**src/rtl/ex_mem_stage.sv**
```systemverilog
// ex_mem_stage: EX/MEM pipeline register built as a 2-entry in-order skid
// buffer with valid/ready handshakes on both sides, a synchronous flush and
// a forwarding tap taken from the head entry.
//
// Optional feature: define EXMEM_ZERO_FLAG_EN to add the OutZero output,
// a per-entry flag that is set when the accepted ALUResult is zero.
//
// Ports
//   Clk, Reset                   clock, asynchronous active-low reset
//   InValid/InReady              EX-side handshake
//   ALUResult, WriteData, Rd     incoming bundle fields
//   Ctrl                         {RegWrite, MemRead, MemWrite, MemToReg}
//   Flush                        synchronous discard of all held bundles
//   OutValid/OutReady            MEM-side handshake
//   OutALUResult, OutWriteData,
//   OutRd, OutCtrl               head bundle fields
//   FwdRegWrite, FwdRd, FwdData  forwarding tap from the head entry
//   Occupancy                    held bundle count (0..2)
//   OutZero                      head zero flag (EXMEM_ZERO_FLAG_EN only)
module ex_mem_stage #(
   parameter int unsigned DATA_W = 32,
   parameter int unsigned REG_W  = 5
) (
   input  logic              Clk,
   input  logic              Reset,
   input  logic              InValid,
   output logic              InReady,
   input  logic [DATA_W-1:0] ALUResult,
   input  logic [DATA_W-1:0] WriteData,
   input  logic [REG_W-1:0]  Rd,
   input  logic [3:0]        Ctrl,
   input  logic              Flush,
   output logic              OutValid,
   input  logic              OutReady,
   output logic [DATA_W-1:0] OutALUResult,
   output logic [DATA_W-1:0] OutWriteData,
   output logic [REG_W-1:0]  OutRd,
   output logic [3:0]        OutCtrl,
   output logic              FwdRegWrite,
   output logic [REG_W-1:0]  FwdRd,
   output logic [DATA_W-1:0] FwdData,
`ifdef EXMEM_ZERO_FLAG_EN
   output logic              OutZero,
`endif
   output logic [1:0]        Occupancy
);

   localparam int unsigned DEPTH  = 2;
   localparam int unsigned OCC_W  = 2;
   localparam int unsigned CTRL_W = 4;

   typedef struct packed {
      logic [DATA_W-1:0] alu;
      logic [DATA_W-1:0] wdata;
      logic [REG_W-1:0]  rd;
      logic [CTRL_W-1:0] ctrl;
   } bundle_t;

   // Control state
   logic [OCC_W-1:0] occ_q, occ_d;
   logic             wr_ptr_q, wr_ptr_d;
   logic             rd_ptr_q, rd_ptr_d;

   // Payload storage; data is left unreset and masked by OutValid
   bundle_t          mem_q [DEPTH];
   bundle_t          in_bundle;
   bundle_t          head;

   logic             push;
   logic             pop;
   logic             out_valid;

   assign in_bundle = '{alu: ALUResult, wdata: WriteData, rd: Rd, ctrl: Ctrl};

   // Ready depends only on registered occupancy, never on OutReady
   assign InReady   = (occ_q < OCC_W'(DEPTH));
   assign out_valid = (occ_q != '0);
   assign push      = InValid && InReady;
   assign pop       = out_valid && OutReady;

   // Control state register
   always_ff @(posedge Clk or negedge Reset) begin
      if (!Reset) begin
         occ_q    <= '0;
         wr_ptr_q <= 1'b0;
         rd_ptr_q <= 1'b0;
      end else begin
         occ_q    <= occ_d;
         wr_ptr_q <= wr_ptr_d;
         rd_ptr_q <= rd_ptr_d;
      end
   end

   // Next-state: flush wins over any accept or pop
   always_comb begin
      occ_d    = occ_q;
      wr_ptr_d = wr_ptr_q;
      rd_ptr_d = rd_ptr_q;
      if (Flush) begin
         occ_d    = '0;
         wr_ptr_d = 1'b0;
         rd_ptr_d = 1'b0;
      end else begin
         if (push) wr_ptr_d = ~wr_ptr_q;
         if (pop)  rd_ptr_d = ~rd_ptr_q;
         case ({push, pop})
            2'b10:   occ_d = occ_q + OCC_W'(1);
            2'b01:   occ_d = occ_q - OCC_W'(1);
            default: occ_d = occ_q;
         endcase
      end
   end

   // Payload write at the tail
   always_ff @(posedge Clk) begin
      if (push && !Flush) begin
         mem_q[wr_ptr_q] <= in_bundle;
      end
   end

`ifdef EXMEM_ZERO_FLAG_EN
   logic zero_q [DEPTH];

   // Zero flag stored alongside each bundle
   always_ff @(posedge Clk or negedge Reset) begin
      if (!Reset) begin
         zero_q[0] <= 1'b0;
         zero_q[1] <= 1'b0;
      end else if (push && !Flush) begin
         zero_q[wr_ptr_q] <= (ALUResult == '0);
      end
   end

   assign OutZero = out_valid && zero_q[rd_ptr_q];
`endif

   // Head selection uses registered state only
   assign head         = mem_q[rd_ptr_q];
   assign OutValid     = out_valid;
   assign OutALUResult = head.alu;
   assign OutWriteData = head.wdata;
   assign OutRd        = head.rd;
   assign OutCtrl      = out_valid ? head.ctrl : '0;
   assign Occupancy    = occ_q;

   // Forwarding tap mirrors the head entry
   assign FwdRegWrite  = out_valid && head.ctrl[3];
   assign FwdRd        = head.rd;
   assign FwdData      = head.alu;

endmodule

```
**config.mk**
```make
export PLATFORM = sky130hd
export DESIGN_NAME = ex_mem_stage
export DESIGN_NICKNAME = d
export VERILOG_FILES = /design/src/rtl/ex_mem_stage.sv
export SDC_FILE = /design/constraint.sdc
export NUM_CORES = 1
export LEC_CHECK = 0
export CAP_MARGIN = 40
export CORE_ASPECT_RATIO = 0.7
export CORE_UTILIZATION = 36
export DETAILED_ROUTE_END_ITERATION = 8
export PLACE_DENSITY = 0.75
export SLEW_MARGIN = 20
export SYNTH_ARGS = -nofsm -noshare
export SYNTH_HDL_FRONTEND = slang
export SYNTH_SLANG_ARGS = --single-unit
```
**constraint.sdc**
```tcl
create_clock -name Clk -period 18.3 [get_ports Clk]
set_clock_uncertainty 0.15 [all_clocks]
set_input_delay 5.49 -clock Clk [delete_from_list [all_inputs] [get_ports Clk]]
set_output_delay 5.49 -clock Clk [all_outputs]
set_load 0.01 [all_outputs]
```
Yosys cells after proc, flatten, opt, wreduce, memory -nomap -nowiden
Memories as Yosys holds them, arrays and structs flattened.
Index checks and enable logic that the tools add are counted.
{ "word_totals": {"out_inout_bits": 115, "mem_count": 1, "reg_bits": 4, "mem_bits_rw": 146, "elab_cells": 29, "input_bits": 78} }
{ "memory_table": {"columns": ["memory", "depth", "width", "rd", "rd_ports_with_merged_regs", "wr", "line", "text"], "rows": [
  ["mem_q", 2, 73, 1, 0, 1, "65", "bundle_t mem_q [DEPTH];"]
]} }
{ "classes": {"n_bitwise": 2, "addsub": 2, "reduce_logical": 9, "order_cmp": 1, "eq_ne": 2, "mux": 9} }
{ "ops": {"columns": ["cell", "count"], "rows": [
  ["$mux 1", 6],
  ["$reduce_bool 2->1", 3],
  ["$logic_and 1x1->1", 4],
  ["$mux 4", 1],
  ["$pmux 2 s2", 1],
  ["$reduce_bool 3->1", 1],
  ["$add 2x1->2 const B", 1],
  ["$eq 2x1->1 const B", 1],
  ["$eq 2x2->1 const B", 1],
  ["$lt 2x2->1 const B", 1],
  ["$mux 2", 1],
  ["$not 1->1", 2],
  ["$sub 2x1->2 const B", 1],
  ["$logic_not 1->1", 1]
]} }

Depth between registers and ports, before layout
Gate-level depths: netlist (run 1).
{ "depth": {"depth_word": 5, "ltp_mapped": 5, "ltp_nobuf": 3} }

Worst setup path before layout (run 1)
No wires, ideal clock.
{ "synth_timing": {"path_kind": "input -> register", "start": "input port InValid", "end": "memory mem_q[1][0] (netlist bit), enable pin", "stages": 2, "setup_ns": 0.609, "required_time_ns": 17.541, "path_slack_ns": 6.672, "arrival_ns": 10.869, "n_path_buf": 0, "path_cell_list": "nand2b_4 -> nor3b_1"} }
{ "synth_via": {"elab_chain_cells": 4} }
{ "synth_lines": {"columns": ["item", "line", "text"], "rows": [
  ["from (decl)", "26", "input logic InValid,"],
  ["$logic_and 1x1->1", "78", "assign push = InValid && InReady;"],
  ["$logic_and 1x1->1", "116", "if (push && !Flush) begin"],
  ["$mux 1", "116", null],
  ["$mux 1 (implied by the code)", "117", "mem_q[wr_ptr_q] <= in_bundle;"],
  ["to (decl)", "65", null]
]} }
Every way passes these cells.

Worst setup path in the final report (run 1)
{ "layout_timing": {"start": "register rd_ptr_q", "end": "output port OutALUResult[31]"} }
{ "layout_via": {"elab_chain_cells": 1} }
{ "layout_lines": {"columns": ["item", "line", "text"], "rows": [
  ["from (decl)", "62", "logic rd_ptr_q, rd_ptr_d;"],
  ["from (signal assigned)", "90", "rd_ptr_q <= rd_ptr_d;"],
  ["$mem_v2 2x73", null, null],
  ["to (decl)", "35", "output logic [DATA_W-1:0] OutALUResult,"]
]} }
Every way passes these cells.

==> run_results.csv, run 1 <==
group,metric,value,unit
status,outcome,"completed",
sta,tns,0,ps
synthesis,yosysTopAreaCellShare,72.9,%
setup_path,ff2ff_path_depth,3,
power_and_ir_drop,power.leakage,0.00298,uW
clock_tree,ctsLongestPathBuffers,2,
global_route,overflow,0,
setup_path,cp.depth,3,
sta,slew_headroom,46.1,%
route,ant_nets,0,
global_route,grt_first_pass_wirelength,16.8,mm
power_and_ir_drop,p_int,692,uW
setup_path,critical_path.top_delay_family,"buffers and inverters",
clock_tree,tritoncts,"done",
sta,min_period,8560,ps
layout,area.sequential,4490,um^2
layout,fin_cells,700,
floorplan,core,16300,um^2
route,m1WireLength,4.90,mm
placed_design,gp_congestion,0.670,
placed_design,placed_cell_area,7920,um^2
power_and_ir_drop,ir_drop,0.0000617,V
sta,setup_viol,0,
sta,min_period_over_period,46.8,%
sta,hold_violations,0,
layout,final_common_cell,"clkdlybuf4s50_1",
power_and_ir_drop,swShare,20.9,%
global_route,antenna_found_initial,1,
floorplan,die_y,110,um
global_route,grt.total_usage,13.6,%
route,routed.top_layer,"met4",
route,wl_met2,5.65,mm
layout,drive_gt1_share,23.2,%
layout,antenna_cells,0,
clock_tree,cts_setup_buffers,0,
layout,final_net_count,540,
clock_tree,cts_buffers,17,
layout,area_growth,42.1,%
route,drt_first_iter_violations,103,
setup_path,startpoint,"rd_ptr_q",
clock_tree,cts_resized,0,
floorplan,die_area,17200,um^2
setup_path,rr_startpoint,"rd_ptr_q",
route,drcViolationCount,0,
route,drt-wirelength-per-cell,16.3,um
hold_path,min_from,"wr_ptr_q",
synthesis,ys_ff_latch,150,
power_and_ir_drop,pwr_density_cell,102,nW/um^2
setup_path,end_kind,"primary output",
placed_design,io_buffers,192,
route,met3_length,807,um
sta,fmax,117,MHz
synthesis,synth_fp_nets,370,
route,dr.pass1.iters,4,
synthesis,yosys.cell_types.count,20,
synthesis,synth_area_leaders,"edfxtp_1, mux2_4, buf_4",
synthesis,synth.largest_area_cell,"edfxtp_1",
route,drt_wl_total,11.4,mm
setup_path,cp_max_fo,45,
synthesis,synth_cells,292,
synthesis,ys_seq_area_share,74.5,%
clock_tree,cts_hold_buf,0,
global_route,first_global_vias,3213,
sta,worstMarginPinSlew,808,ps
synthesis,synthesis.area,6020,um^2
clock_tree,clkTransAtPathRegs,50,ps
layout,stdcell_area,8550,um^2
setup_path,r2r_setup_slack,16170,ps
layout,num-fill-cells,1312,
hold_path,whs_path_depth,2,
setup_path,cp_slowest_cell,"dfrtp_4",
setup_path,critPathLaunchType,"flop",
run,drv_cap,0,
setup_path,critical_path_buf_inv_count,2,
floorplan,pin_count,193,
clock_tree,htree_levels,4,
setup_path,critPathMaxStageDelay,770,ps
hold_path,hp-class,"reg2reg",
setup_path,crit_chain,"buf_4 > mux2_2 > clkdlybuf4s50_1",
placed_design,dp.cells,668,
setup_path,path_class,"reg2out",
clock_tree,clk_latency,400,ps
power_and_ir_drop,power.total,875,uW
setup_path,cp.required,12660,ps
floorplan,row_count,39,
placed_design,post-dp-hpwl,7.60,mm
synthesis,synth_area_per_cell,20.6,um^2
floorplan,fp.dieW,157,um
power_and_ir_drop,power_switching,183,uW
sta,finalMaxSlewViolations,0,
layout,post-route-util,52.3,%
layout,multi_input_area,1160,um^2
route,vias_per_cell,4.36,
setup_path,arrival,2920,ps
clock_tree,cts_root_buffer,"clkbuf_16",
synthesis,ys_warn_count,0,
route,route.vias.total,3052,
floorplan,initial_utilization,36.8,%
layout,layout_common_cells,"clkdlybuf4s50_1, edfxtp_1, mux2_4, clkbuf_16, mux2_2",
clock_tree,clock-sinks,150,
power_and_ir_drop,p_comb_share,12.8,%
power_and_ir_drop,p_clk_share,41.6,%
power_and_ir_drop,p_seq_share,45.6,%
sta,grt_setup_unrepaired,"no",
global_route,grt_max_degree,55,
[sequential cells by signal, summed over array words and instances, names as in the netlist]
name,flops
Occupancy,2
mem_q,146
rd_ptr_q,1
wr_ptr_q,1
[cell families after synthesis]
| logic type | count (synthesis) | share of synthesized area, % |
|---|---|---|
| mux | 74 | 17.2 |
| flops | 150 | 74.5 |
| xor+xnor | 2 | 0.291 |
| buf+inv | 48 | 6.26 |
| compound gates | 4 | 0.333 |
| simple gates | 14 | 1.37 |
[cell type report]
| class | count | share of cell area, % |
|---|---|---|
| flip-flops and latches | 150 | 52.5 |
| repair buffers | 197 | 23.2 |
| multi-input cells | 94 | 13.6 |
| clock buffers | 18 | 5.02 |
| well taps | 225 | 3.29 |
| clock inverters | 14 | 2.30 |
| inverters | 2 | 0.0878 |
[Yosys cell counts]
cell type  count
a21oi_1        2
buf_2          1
buf_4         38
buf_6          7
dfrtp_1        4
edfxtp_1     146
inv_1          2
mux2_2        15
mux2_4        55
mux2i_1        4
nand2_1        1
nand2b_1       1
nand2b_4       1
nor2_1         7
nor2b_1        1
nor2b_4        1
nor3_1         1
nor3b_1        1
o21ai_0        2
xor2_1         2
[tightest hold or removal path, cell delays in order, from the launching register on]
cell     delay (ps)
dfrtp_1         390
xor2_1           80
nor2_1           80
[power by group through the flow]
| stage | clock, uW | sequential (uW) | combinational (uW) |
|---|---|---|---|
| 2_1_floorplan | 0 | 405 | 59.2 |
| 3_3_place_gp | 0 | 406 | 111 |
| 3_5_place_dp | 0 | 407 | 113 |
| 4_1_cts | 374 | 400 | 114 |
| 5_1_grt | 387 | 400 | 119 |
| 6_report | 364 | 399 | 112 |
[path summary, 6_finish.rpt]
check / to
setup reg to reg: rd_ptr_q
setup / recovery: OutALUResult[31]
hold / removal: wr_ptr_q
max in group asynchronous: rd_ptr_q
min in group asynchronous: Occupancy[0]
hold reg to reg: wr_ptr_q
[per-layer routing]
layer	global-route usage, %	vias up
met5	0	-
met4	4.20	0
met3	4.96	7
met2	22.8	125
met1	16.4	1502
li1	-	1418
[metrics by stage]
stage,hold WS [ps],worst slack (ps)
final,440,9740
after global routing,486,9600
after CTS,444,9670
after detailed placement,431,10120
after global placement,403,10160
after floorplan,369,6670
No activity file was read; power rests on OpenSTA's default activity.
==> run 2: changes to the inputs <==
==> constraint.sdc (replaced) <==
create_clock -name Clk -period 7.9 [get_ports Clk]
set_clock_uncertainty 0.15 [all_clocks]
set_input_delay 2.37 -clock Clk [delete_from_list [all_inputs] [get_ports Clk]]
set_output_delay 2.37 -clock Clk [all_outputs]
set_load 0.01 [all_outputs]
==> run_results.csv, run 2 (same netlist as run 1, synthesis figures left out) <==
group,metric,value,unit
layout,area_growth,41.8,%
route,vias_per_cell,4.34,
clock_tree,htree_levels,4,
sta,setup_viol,0,
clock_tree,clkTransAtPathRegs,60,ps
global_route,grt.total_usage,13.2,%
layout,stdcell_area,8530,um^2
sta,finalMaxSlewViolations,0,
setup_path,path_class,"reg2out",
power_and_ir_drop,power.leakage,0.00298,uW
placed_design,io_buffers,192,
status,outcome,"completed",
power_and_ir_drop,ir_drop,0.000123,V
layout,antenna_cells,0,
setup_path,critPathLaunchType,"flop",
floorplan,row_count,39,
power_and_ir_drop,pwr_density_cell,238,nW/um^2
run,drv_cap,0,
setup_path,cp_max_fo,47,
sta,slew_headroom,45.1,%
setup_path,arrival,2900,ps
route,ant_nets,0,
setup_path,end_kind,"primary output",
route,drt_first_iter_violations,91,
placed_design,post-dp-hpwl,7.29,mm
sta,min_period_over_period,68.5,%
sta,tns,0,ps
placed_design,gp_congestion,0.782,
hold_path,hp-class,"reg2reg",
global_route,grt_max_degree,59,
clock_tree,cts_resized,0,
clock_tree,cts_root_buffer,"clkbuf_16",
layout,regMostFlops,"mem_q",
sta,grt_setup_unrepaired,"no",
setup_path,cp.required,5380,ps
floorplan,die_y,110,um
global_route,first_global_vias,3104,
route,route.vias.total,3033,
floorplan,core,16300,um^2
sta,min_period,5420,ps
layout,layout_common_cells,"clkdlybuf4s50_1, edfxtp_1, mux2_4, clkbuf_16, mux2_2",
route,drt_wl_total,10.9,mm
placed_design,placed_cell_area,7910,um^2
global_route,grt_first_pass_wirelength,16.3,mm
route,drcViolationCount,0,
global_route,antenna_found_initial,0,
layout,drive_gt1_share,23.2,%
floorplan,initial_utilization,36.8,%
floorplan,fp.dieW,157,um
route,dr.pass1.iters,4,
layout,final_net_count,539,
clock_tree,cts_buffers,17,
global_route,overflow,0,
floorplan,pin_count,193,
clock_tree,cts_hold_buf,0,
clock_tree,clock-sinks,150,
floorplan,die_area,17200,um^2
route,drt-wirelength-per-cell,15.6,um
sta,fmax,185,MHz
clock_tree,tritoncts,"done",
layout,final_common_cell,"clkdlybuf4s50_1",
sta,hold_violations,0,
clock_tree,ctsLongestPathBuffers,2,
clock_tree,clk_latency,410,ps
clock_tree,cts_setup_buffers,0,
layout,largest_register_ffs,146,
sta,worstMarginPinSlew,823,ps
==> run 2: report_power, final <==
part	switching [uW]	internal, uW	total [uW]	leakage (uW)
clock network	315	531	845	0.000303
logic	96.2	160	256	0.00128
registers	14.4	910	925	0.00139
==> run 2: per-stage QoR <==
stage | setup slack [ps] | power (uW) | hold WS, ps | cells | utilization (%)
final | 2480 | 2030 | 500 | 699 | 52.2
after global routing | 2300 | 2100 | 535 | 699 | 52.2
after CTS | 2390 | 2050 | 500 | 699 | 52.2
after detailed placement | 2830 | 1200 | 481 | 667 | 48.4
after global placement | 2890 | 1200 | 455 | 667 | 48.4
after floorplan | 1960 | 1070 | 386 | 292 | -
==> run 2: layout make-up <==
type | count | area (um^2)
clock buffer | 17 | 425
clock inverter | 15 | 200
fill | 1363 | 7820
inverter | 2 | 7.51
multi-input combinational | 94 | 1180
sequential | 150 | 4490
tap | 225 | 282
timing repair buffer | 196 | 1950
==> run 2: worst paths after layout <==
path | startpoint | end | slack, ps | cells past startpoint
setup / recovery | rd_ptr_q | OutCtrl[1] | 2480 | 4
hold / removal | Occupancy[1] | Occupancy[1] | 500 | 2
setup reg to reg | Occupancy[1] | mem_q[0][43] | 5310 | 3
hold reg to reg | Occupancy[1] | Occupancy[1] | 500 | 2
max in group asynchronous | Reset | rd_ptr_q | 5380 | 1
min in group asynchronous | Reset | Occupancy[0] | 2010 | 1
==> run 2: layer usage <==
metal	part of all wire [%]	GRT usage (%)	wire (um)
met1	42	14.9	4570
met2	48	21.9	5210
met3	8.9	5.55	977
met4	1.4	6.09	157
met5	0	0	0
==> run 2: critical path: stages (launching register included) <==
cell and delay [ps]:
dfrtp_4 760, buf_4 720, mux2i_1 210, nor2_1 150
clkdlybuf4s50_1 560
